**config.mk**
```make
export PLATFORM = sky130hd
export DESIGN_NAME = instruction_loader_memory
export DESIGN_NICKNAME = d
export VERILOG_FILES = /design/src/rtl/minimips_pkg.sv /design/src/rtl/imem_array.sv /design/src/rtl/instruction_loader_memory.sv
export SDC_FILE = /design/constraint.sdc
export NUM_CORES = 1
export LEC_CHECK = 0
export ABC_CLOCK_PERIOD_IN_PS = 9650
export CAP_MARGIN = 25
export CORE_MARGIN = 2
export CORE_UTILIZATION = 55
export DETAILED_ROUTE_END_ITERATION = 7
export GPL_ROUTABILITY_DRIVEN = 0
export GPL_TIMING_DRIVEN = 0
export HOLD_SLACK_MARGIN = 0.15
export PLACE_DENSITY = 0.69
export SYNTH_ARGS = -nofsm -noshare
export SYNTH_HDL_FRONTEND = slang
export SYNTH_HIERARCHICAL = 1
export SYNTH_SLANG_ARGS = --single-unit
```
**constraint.sdc**
```tcl
create_clock -name clk -period 9.65 [get_ports clk]
set_input_delay 2.895 -clock clk [delete_from_list [all_inputs] [get_ports clk]]
set_output_delay 2.895 -clock clk [all_outputs]
set_load 0.02 [all_outputs]
```
**src/rtl/minimips_pkg.sv**
```systemverilog
// Shared definitions for the MiniMIPS instruction-side blocks: instruction
// word width, the filler word served on invalid fetches, and the loader states.
package minimips_pkg;

    localparam int IWIDTH = 16;

    localparam logic [IWIDTH-1:0] NOP_WORD = 16'h0000;

    // LOAD: accepting the program stream. RUN: serving fetches to the core.
    typedef enum logic {
        LOAD = 1'b0,
        RUN  = 1'b1
    } loader_state_t;

endpackage

```
**src/rtl/imem_array.sv**
```systemverilog
// Program store: DEPTH x IWIDTH register array with one synchronous write
// port and one asynchronous read port. Deliberately has no reset; the loader
// bounds every read with its word count, so stale contents are never served.
module imem_array #(
    parameter int IWIDTH = 16,
    parameter int DEPTH  = 30,
    parameter int AW     = 5
) (
    input  logic              clk,
    input  logic              we,
    input  logic [AW-1:0]     waddr,
    input  logic [IWIDTH-1:0] wdata,
    input  logic [AW-1:0]     raddr,
    output logic [IWIDTH-1:0] rdata
);

    logic [IWIDTH-1:0] mem [DEPTH];

    // Write port: store one program word on the accepting edge.
    always_ff @(posedge clk) begin
        if (we) begin
            mem[waddr] <= wdata;
        end
    end

    // Read port: zero-latency lookup; address codes past the last row read as zero.
    always_comb begin
        rdata = '0;
        if (int'(raddr) < DEPTH) begin
            rdata = mem[raddr];
        end
    end

endmodule

```
**src/rtl/instruction_loader_memory.sv**
```systemverilog
// Instruction-side responder for MiniMIPS: takes a program as a stream of
// instruction words, then serves instruction = mem[PCounter] while running.
// Fetches at or beyond the loaded word count return NOP_WORD and set a
// sticky fault flag that only reset or reload clears.
module instruction_loader_memory #(
    parameter int                IWIDTH   = minimips_pkg::IWIDTH,
    parameter int                DEPTH    = 30,
    parameter int                PCW      = 32,
    parameter logic [IWIDTH-1:0] NOP_WORD = minimips_pkg::NOP_WORD
) (
    input  logic                         clk,
    input  logic                         reset,
    input  logic                         load_valid,
    input  logic [IWIDTH-1:0]            load_data,
    input  logic                         load_last,
    output logic                         load_ready,
    input  logic                         reload,
    input  logic [PCW-1:0]               PCounter,
    output logic [IWIDTH-1:0]            instruction,
    output logic                         run,
    output logic [$clog2(DEPTH+1)-1:0]   loaded_count,
    output logic                         fetch_fault
);

    import minimips_pkg::*;

    localparam int CW = $clog2(DEPTH + 1);
    localparam int AW = (DEPTH > 1) ? $clog2(DEPTH) : 1;

    loader_state_t state;
    loader_state_t next_state;

    logic              accept;
    logic              final_word;
    logic              in_range;
    logic [IWIDTH-1:0] rdata;

    // A word is taken only in LOAD; a simultaneous reload drops it.
    assign accept     = (state == LOAD) && load_valid && !reload;
    // Index DEPTH-1 fills the array, so it ends the load even without load_last.
    assign final_word = load_last || (loaded_count == CW'(DEPTH - 1));
    // Compare across the full PC width so large PCs never alias onto stored words.
    assign in_range   = (PCounter < PCW'(loaded_count));

    imem_array #(
        .IWIDTH (IWIDTH),
        .DEPTH  (DEPTH),
        .AW     (AW)
    ) u_imem_array (
        .clk   (clk),
        .we    (accept),
        .waddr (loaded_count[AW-1:0]),
        .wdata (load_data),
        .raddr (PCounter[AW-1:0]),
        .rdata (rdata)
    );

    // State register: reset always returns to LOAD.
    always_ff @(posedge clk or posedge reset) begin
        if (reset) begin
            state <= LOAD;
        end else begin
            state <= next_state;
        end
    end

    // Next state: reload wins over everything; the final accepted word enters RUN.
    always_comb begin
        next_state = state;
        if (reload) begin
            next_state = LOAD;
        end else if (accept && final_word) begin
            next_state = RUN;
        end
    end

    // Handshake outputs decoded purely from the state register.
    always_comb begin
        load_ready = 1'b0;
        run        = 1'b0;
        case (state)
            LOAD:    load_ready = 1'b1;
            RUN:     run        = 1'b1;
            default: begin
                load_ready = 1'b0;
                run        = 1'b0;
            end
        endcase
    end

    // Word counter: doubles as the write index and the upper bound for fetches.
    always_ff @(posedge clk or posedge reset) begin
        if (reset) begin
            loaded_count <= '0;
        end else if (reload) begin
            loaded_count <= '0;
        end else if (accept) begin
            loaded_count <= loaded_count + CW'(1);
        end
    end

    // Sticky fault: any out-of-range fetch sampled while running latches it.
    always_ff @(posedge clk or posedge reset) begin
        if (reset) begin
            fetch_fault <= 1'b0;
        end else if (reload) begin
            fetch_fault <= 1'b0;
        end else if ((state == RUN) && !in_range) begin
            fetch_fault <= 1'b1;
        end
    end

    // Fetch path: stored word only when running and inside the program, else NOP.
    always_comb begin
        instruction = NOP_WORD;
        if ((state == RUN) && in_range) begin
            instruction = rdata;
        end
    end

endmodule

```
After elaboration in Yosys (flattened, before gate mapping)
Memories as Yosys holds them, arrays and structs flattened.
Cells that the tools add are included.
Operators by class
  magnitude comparators: 2
  add/subtract/negate cells: 1
  bitwise operators: 1
  muxes and demuxes: 12
  eq/ne operators: 1
  reduce and logical (&&, ||, !) cells: 11
Operator list (number)
  32-bit by 5-bit less-than comparator with 1-bit output: 1
  16-bit 2-to-1 mux: 2
  5-bit 2-to-1 mux: 2
  1-bit 2-to-1 mux: 8
  2-bit nonzero test: 3
  5-bit by 1-bit adder with 5-bit output (second input constant): 1
  5-bit equality test (second input constant): 1
  1-bit logical AND: 5
  5-bit less-than comparator (second input constant): 1
  1-bit zero test: 2
  1-bit logical OR: 1
  1-bit NOT: 1
Word-level totals
  output and inout bits: 24
  bits in writable memories: 480
  memories kept: 1
  input bits: 53
  register bits after elaboration: 7
Memories
  u_imem_array.mem: depth 30, width 16, read ports 1, clocked after Yosys merged registers in 0, wr ports 1, RTL line imem_array.sv:17  | logic [IWIDTH-1:0] mem [DEPTH];

Depth between registers and ports, before layout
  word-level depth: 6
  gate-level depth with buffers: 10
  depth with buffers taken out: 7

Hierarchy
The synthesis kept the hierarchy.
Modules (own cells, without submodules)
  imem_array: area an instance 18800.5 um^2, cells each 1026, times used 1
  instruction_loader_memory: area an instance 817.0 um^2, cells each 93, times used 1

Least setup slack after synthesis
No wires, ideal clock.
  path type: input port to output port
  start: input PCounter[2]
  end: output instruction[3]
  data required time: 6.755 ns
  path buffers: 2
  setup slack: 1.953 ns
  arrival time: 4.802 ns
  stages on the path: 9
  cell sequence: buf_2 -> and2_1 -> buf_6 -> a22o_1 -> a2111oi_0 -> a31oi_1 -> a31oi_1 -> inv_1 -> nor4_1
Between the ends
  word-level cells in the longest chain between the ends: 3
  elaborated cells on any way between the ends: 6
Ends and longest elaborated chain
  start: declaration: RTL line instruction_loader_memory.sv:18  | input logic [PCW-1:0] PCounter,
  memory read 30 x 16 bit / 5-bit less-than comparator (equally long branches)
  16-bit 2-to-1 mux *: RTL line imem_array.sv:29  | if (int'(raddr) < DEPTH) begin
  net rdata[3]: RTL line instruction_loader_memory.sv:36  | logic [IWIDTH-1:0] rdata;
  16-bit 2-to-1 mux *: RTL line instruction_loader_memory.sv:116  | if ((state == RUN) && in_range) begin
  end: declaration: RTL line instruction_loader_memory.sv:19  | output logic [IWIDTH-1:0] instruction,
Mark *: on every way through the listed nets, which the timed path passes. The rest lies on a longest branch.

Worst setup path in the final report
  start: input PCounter[3]
  end: output instruction[7]
Same word-level chain as after synthesis.

==> impl_results.rst <==
.. list-table::
   :header-rows: 1

   * - Metric
     - Value
   * - Height of the die
     - about 190 um
   * - Sequential element share of the synthesized area
     - 74.4%
   * - TritonCTS clock tree
     - built
   * - Achievable frequency
     - 105 MHz
   * - Number of warnings printed during yosys synthesis
     - 6
   * - Endpoint arrival time on the critical path
     - between 6000 and 7000 ps
   * - Io pins
     - 77
   * - Iteration count of the initial detailed-routing pass
     - 5
   * - Critical path endpoint category
     - primary output
   * - Post-synth top area cell
     - sky130_fd_sc_hd__edfxtp_1
   * - Hold WS
     - about 520 ps
   * - H-tree depth
     - 2
   * - Power Density
     - between 150 and 200 mW/mm^2
   * - TritonCTS buffer count
     - 47
   * - Unique cell type count in the Yosys netlist
     - between 40 and 50
   * - Fraction of layout instances using a drive strength above 1
     - about 16%
   * - Cell with the largest stage delay on the worst path
     - sky130_fd_sc_hd__clkdlybuf4s50_1
   * - Total via count after detailed routing
     - ~11k
   * - Slew headroom
     - about a third
   * - Design area
     - 0.0231 sq mm
   * - Period utilization
     - 98.4%
   * - Port bufs
     - between 70 and 80
   * - HP Class
     - reg -> reg
   * - Library cell with the highest instance count after synthesis
     - sky130_fd_sc_hd__edfxtp_1
   * - Seq cells post-synth
     - about 490
   * - DRC violation count after routing
     - 0
   * - Global-route wire length before repair
     - approximately 69 mm
   * - Cell-by-cell listing of the critical path
     - clkdlybuf4s50_1 -> nand2b_1 -> clkbuf_1 -> a2111oi_1 -> a31oi_1 -> a31oi_1 -> nand2_1 -> nor3_2 -> clkdlybuf4s50_1
   * - Max VDD drop
     - ~0.12 mV
   * - Routed wirelength normalized by instance count
     - around 27 um
   * - Gr usage total
     - between 20% and 30%
   * - Post-route clock skew
     - approximately 20 ps
   * - Ys async rst share
     - ~1.4%
   * - Actual slew at the worst max-slew pin
     - a little over 1000 ps
   * - Status
     - finished clean
   * - Buffer depth of the longest clock path
     - 3
   * - Unrepaired setup endpoints after global routing
     - false
   * - Remaining global-route overflow
     - 0
   * - Tmin final
     - between 9000 and 10000 ps
   * - Required time reported for the critical path endpoint
     - just under 7000 ps
   * - Clock latency at the later pin of the worst-skew pair
     - 560 ps
   * - Row Count
     - 69
   * - Type of origin of the critical path
     - input port
   * - Final wirelength
     - between 40 and 50 mm
   * - Die span in x
     - around 190 um
   * - Detailed placement HPWL
     - 33.1 mm
   * - Library cell used as clock root buffer
     - sky130_fd_sc_hd__clkbuf_16
   * - Endpoints failing hold
     - 0
   * - Post-synthesis instance area
     - approximately 0.02 sq mm
   * - Sum of buffers and inverters on the critical path
     - 3
   * - Number of routed nets with antenna violations
     - 0
   * - Leakage dissipation
     - between 7 and 8 nW
   * - Highest net fanout along the worst path
     - 10
   * - Commonest cells in the synthesized netlist
     - 480 x sky130_fd_sc_hd__edfxtp_1, 198 x sky130_fd_sc_hd__mux2i_1, 48 x sky130_fd_sc_hd__a22oi_1
   * - Fraction of synthesized cell area taken by the top area cell type
     - 73.5%
   * - Initial DRC Count
     - between 1k and 1.5k
   * - Maximum number of pins on one net before global-route repair
     - 27
   * - Max capacitance violation total
     - 0
   * - Crit-path max cell delay
     - just under 700 ps
   * - Avg Inst Size Synth
     - roughly 18 sq um
   * - Clock input transition at the sequential cells of the worst setup and hold paths
     - around 60 ps
   * - Post-synth EDFFs
     - 480
   * - Initial standard-cell utilization of the core
     - 55.6%
   * - Area Overhead vs Synth
     - 17.7%
   * - Cell count after synthesis
     - about 1.1k
   * - Antenna cells
     - 0
   * - Layout Utilization
     - roughly 65%
   * - Net count, final
     - roughly 1.3k
   * - Total count of max-transition violations in the final report
     - 0
   * - Via-per-instance ratio
     - approximately 6
   * - Core Region
     - between 0.03 and 0.04 sq mm
   * - Worst-case setup slack after placement
     - -198 ps
   * - Synthesized netlist net count
     - ~1.2k
   * - Post-route setup TNS
     - 0 ps
   * - Number of antenna violations at the first check in global routing
     - 0
   * - Most area-consuming cells after synthesis
     - sky130_fd_sc_hd__edfxtp_1 73%, sky130_fd_sc_hd__mux2i_1 10%, sky130_fd_sc_hd__a22oi_1 1.8%, sky130_fd_sc_hd__mux4_2 1.8%, sky130_fd_sc_hd__a31oi_1 1.0%
   * - Worst setup path category
     - in -> out
   * - Final setup margin
     - approximately 160 ps
   * - Commonest register cell after synthesis
     - sky130_fd_sc_hd__edfxtp_1
   * - Area post-placement
     - between 0.02 and 0.025 sq mm
   * - TritonCTS sink count
     - 487
   * - Number of global-route vias before repair
     - ~11k
   * - Count of final setup violators
     - 0
   * - Kind of cell with the highest combined delay on the critical path
     - buffers and inverters
   * - Total die area
     - 0.0372 sq mm
cell type report:
type / instances / area [sq um]
repair buffers: 109 / 1320
well taps: 461 / 577
multi-input cells: 551 / 4650
clock inverters: 24 / 209
inverters: 15 / 56.3
clock buffers: 59 / 1280
plain buffers: 65 / 409
fillers: 2323 / 12200
flip-flops and latches: 487 / 14600
state kept, by name, summed over array words and instances (netlist names):
signal            cells
state                 1
u_imem_array/mem    480
fetch_fault           1
loaded_count          5
final timing paths:
path / endpoint / start / slack [ps] / cells after the start
max: instruction[7] / PCounter[3] / 160 / 9
min: fetch_fault$_DFFE_PP0P_ / fetch_fault$_DFFE_PP0P_ / 520 / 1
max reg2reg: u_imem_array/mem[8][8]$_DFFE_PP_ / state$_DFFE_PP0P_ / 6550 / 6
min reg2reg: fetch_fault$_DFFE_PP0P_ / fetch_fault$_DFFE_PP0P_ / 520 / 1
max in group asynchronous: state$_DFFE_PP0P_ / reset / 6850 / 2
min in group asynchronous: loaded_count[0]$_DFFE_PP0P_ / reset / 2570 / 2
metal layers:
metal	vias to the layer above	global-route usage, %	share of wire [%]
met3	68	4.84	9.2
met5	-	0	0
met1	5539	38.3	42
li1	4796	-	-
met4	0	8.02	2.6
met2	533	40.2	46
power breakdown:
group          total (mW)  internal (mW)  switching, mW
registers            2.34           2.33        0.00545
clock network        1.79           1.04          0.744
logic               0.291          0.109          0.182
through the flow:
step / total power, mW / std cells
6_report: 4.42 / 1771
5_1_grt: 4.54 / 1771
4_1_cts: 4.43 / 1772
3_5_place_dp: 2.67 / 1689
3_3_place_gp: 2.64 / 1655
2_1_floorplan: 2.52 / 1119
worst register-to-register path: cells and delay by family, from the launching register on:
family                 cells  cell delay, ps
and+or+nand+nor            4            1730
buffers and inverters      2             580
DFF                        1             400
cells by family (layout without fill, tap and decap cells):
kind of cell | Yosys count | after routing | share of synthesized area, %
compound gates | 160 | 160 | 6.03
xor+xnor | 4 | 4 | 0.179
fa+ha+maj | 6 | 6 | 0.383
buf+inv | 81 | 272 | 2.39
flops | 487 | 487 | 74.4
mux | 214 | 214 | 11.9
simple gates | 167 | 167 | 4.71
cells in the final DEF, fill, tap and decap left out, types with 3 or more instances in the layout:
master                            netlist  routed
sky130_fd_sc_hd__edfxtp_1             480     480
sky130_fd_sc_hd__mux2i_1              198     198
sky130_fd_sc_hd__clkdlybuf4s50_1        0      75
sky130_fd_sc_hd__clkbuf_16              0      49
sky130_fd_sc_hd__a22oi_1               48      48
sky130_fd_sc_hd__nand2_1               42      42
sky130_fd_sc_hd__a31oi_1               32      32
sky130_fd_sc_hd__buf_4                 20      27
sky130_fd_sc_hd__clkbuf_1              18      25
sky130_fd_sc_hd__nor2_2                 0      23
sky130_fd_sc_hd__a22o_1                22      22
sky130_fd_sc_hd__nor2_1                41      18
sky130_fd_sc_hd__nand3_1               18      18
sky130_fd_sc_hd__a21oi_1               17      17
sky130_fd_sc_hd__buf_8                  1      17
sky130_fd_sc_hd__mux4_2                16      16
sky130_fd_sc_hd__o211ai_1              16      16
sky130_fd_sc_hd__buf_2                 15      15
sky130_fd_sc_hd__inv_1                 14      14
sky130_fd_sc_hd__nor2b_1               13      13
sky130_fd_sc_hd__a211oi_1              11      11
sky130_fd_sc_hd__clkinv_1               0      11
sky130_fd_sc_hd__nor4_1                10      10
sky130_fd_sc_hd__buf_16                 0      10
sky130_fd_sc_hd__nor3_2                 9       9
sky130_fd_sc_hd__buf_6                  8       8
sky130_fd_sc_hd__clkinv_2               0       8
sky130_fd_sc_hd__dfrtp_1                7       7
sky130_fd_sc_hd__ha_1                   6       6
sky130_fd_sc_hd__nor3_1                 6       6
sky130_fd_sc_hd__buf_1                  4       5
sky130_fd_sc_hd__nand2b_1               5       5
sky130_fd_sc_hd__a2111oi_2              0       5
sky130_fd_sc_hd__nand3b_1               5       5
sky130_fd_sc_hd__xnor2_1                4       4
sky130_fd_sc_hd__and2_1                 4       4
sky130_fd_sc_hd__bufinv_16              0       4
sky130_fd_sc_hd__nor4_2                 3       3
sky130_fd_sc_hd__a2111oi_0             10       3
sky130_fd_sc_hd__or3b_2                 3       3
repair_timing:
| item | CTS | global route |
|---|---|---|
| pin swaps | 0 | 0 |
| hold buffers | 0 | 0 |
| endpoints found under the setup margin | 3 | 6 |
| setup buffers | 0 | 0 |
| gates resized for setup | 4 | 8 |
| endpoints found under the hold margin | 0 | 0 |
| gates cloned | 0 | 0 |
Note: power is estimated with default switching activity, not from simulation.
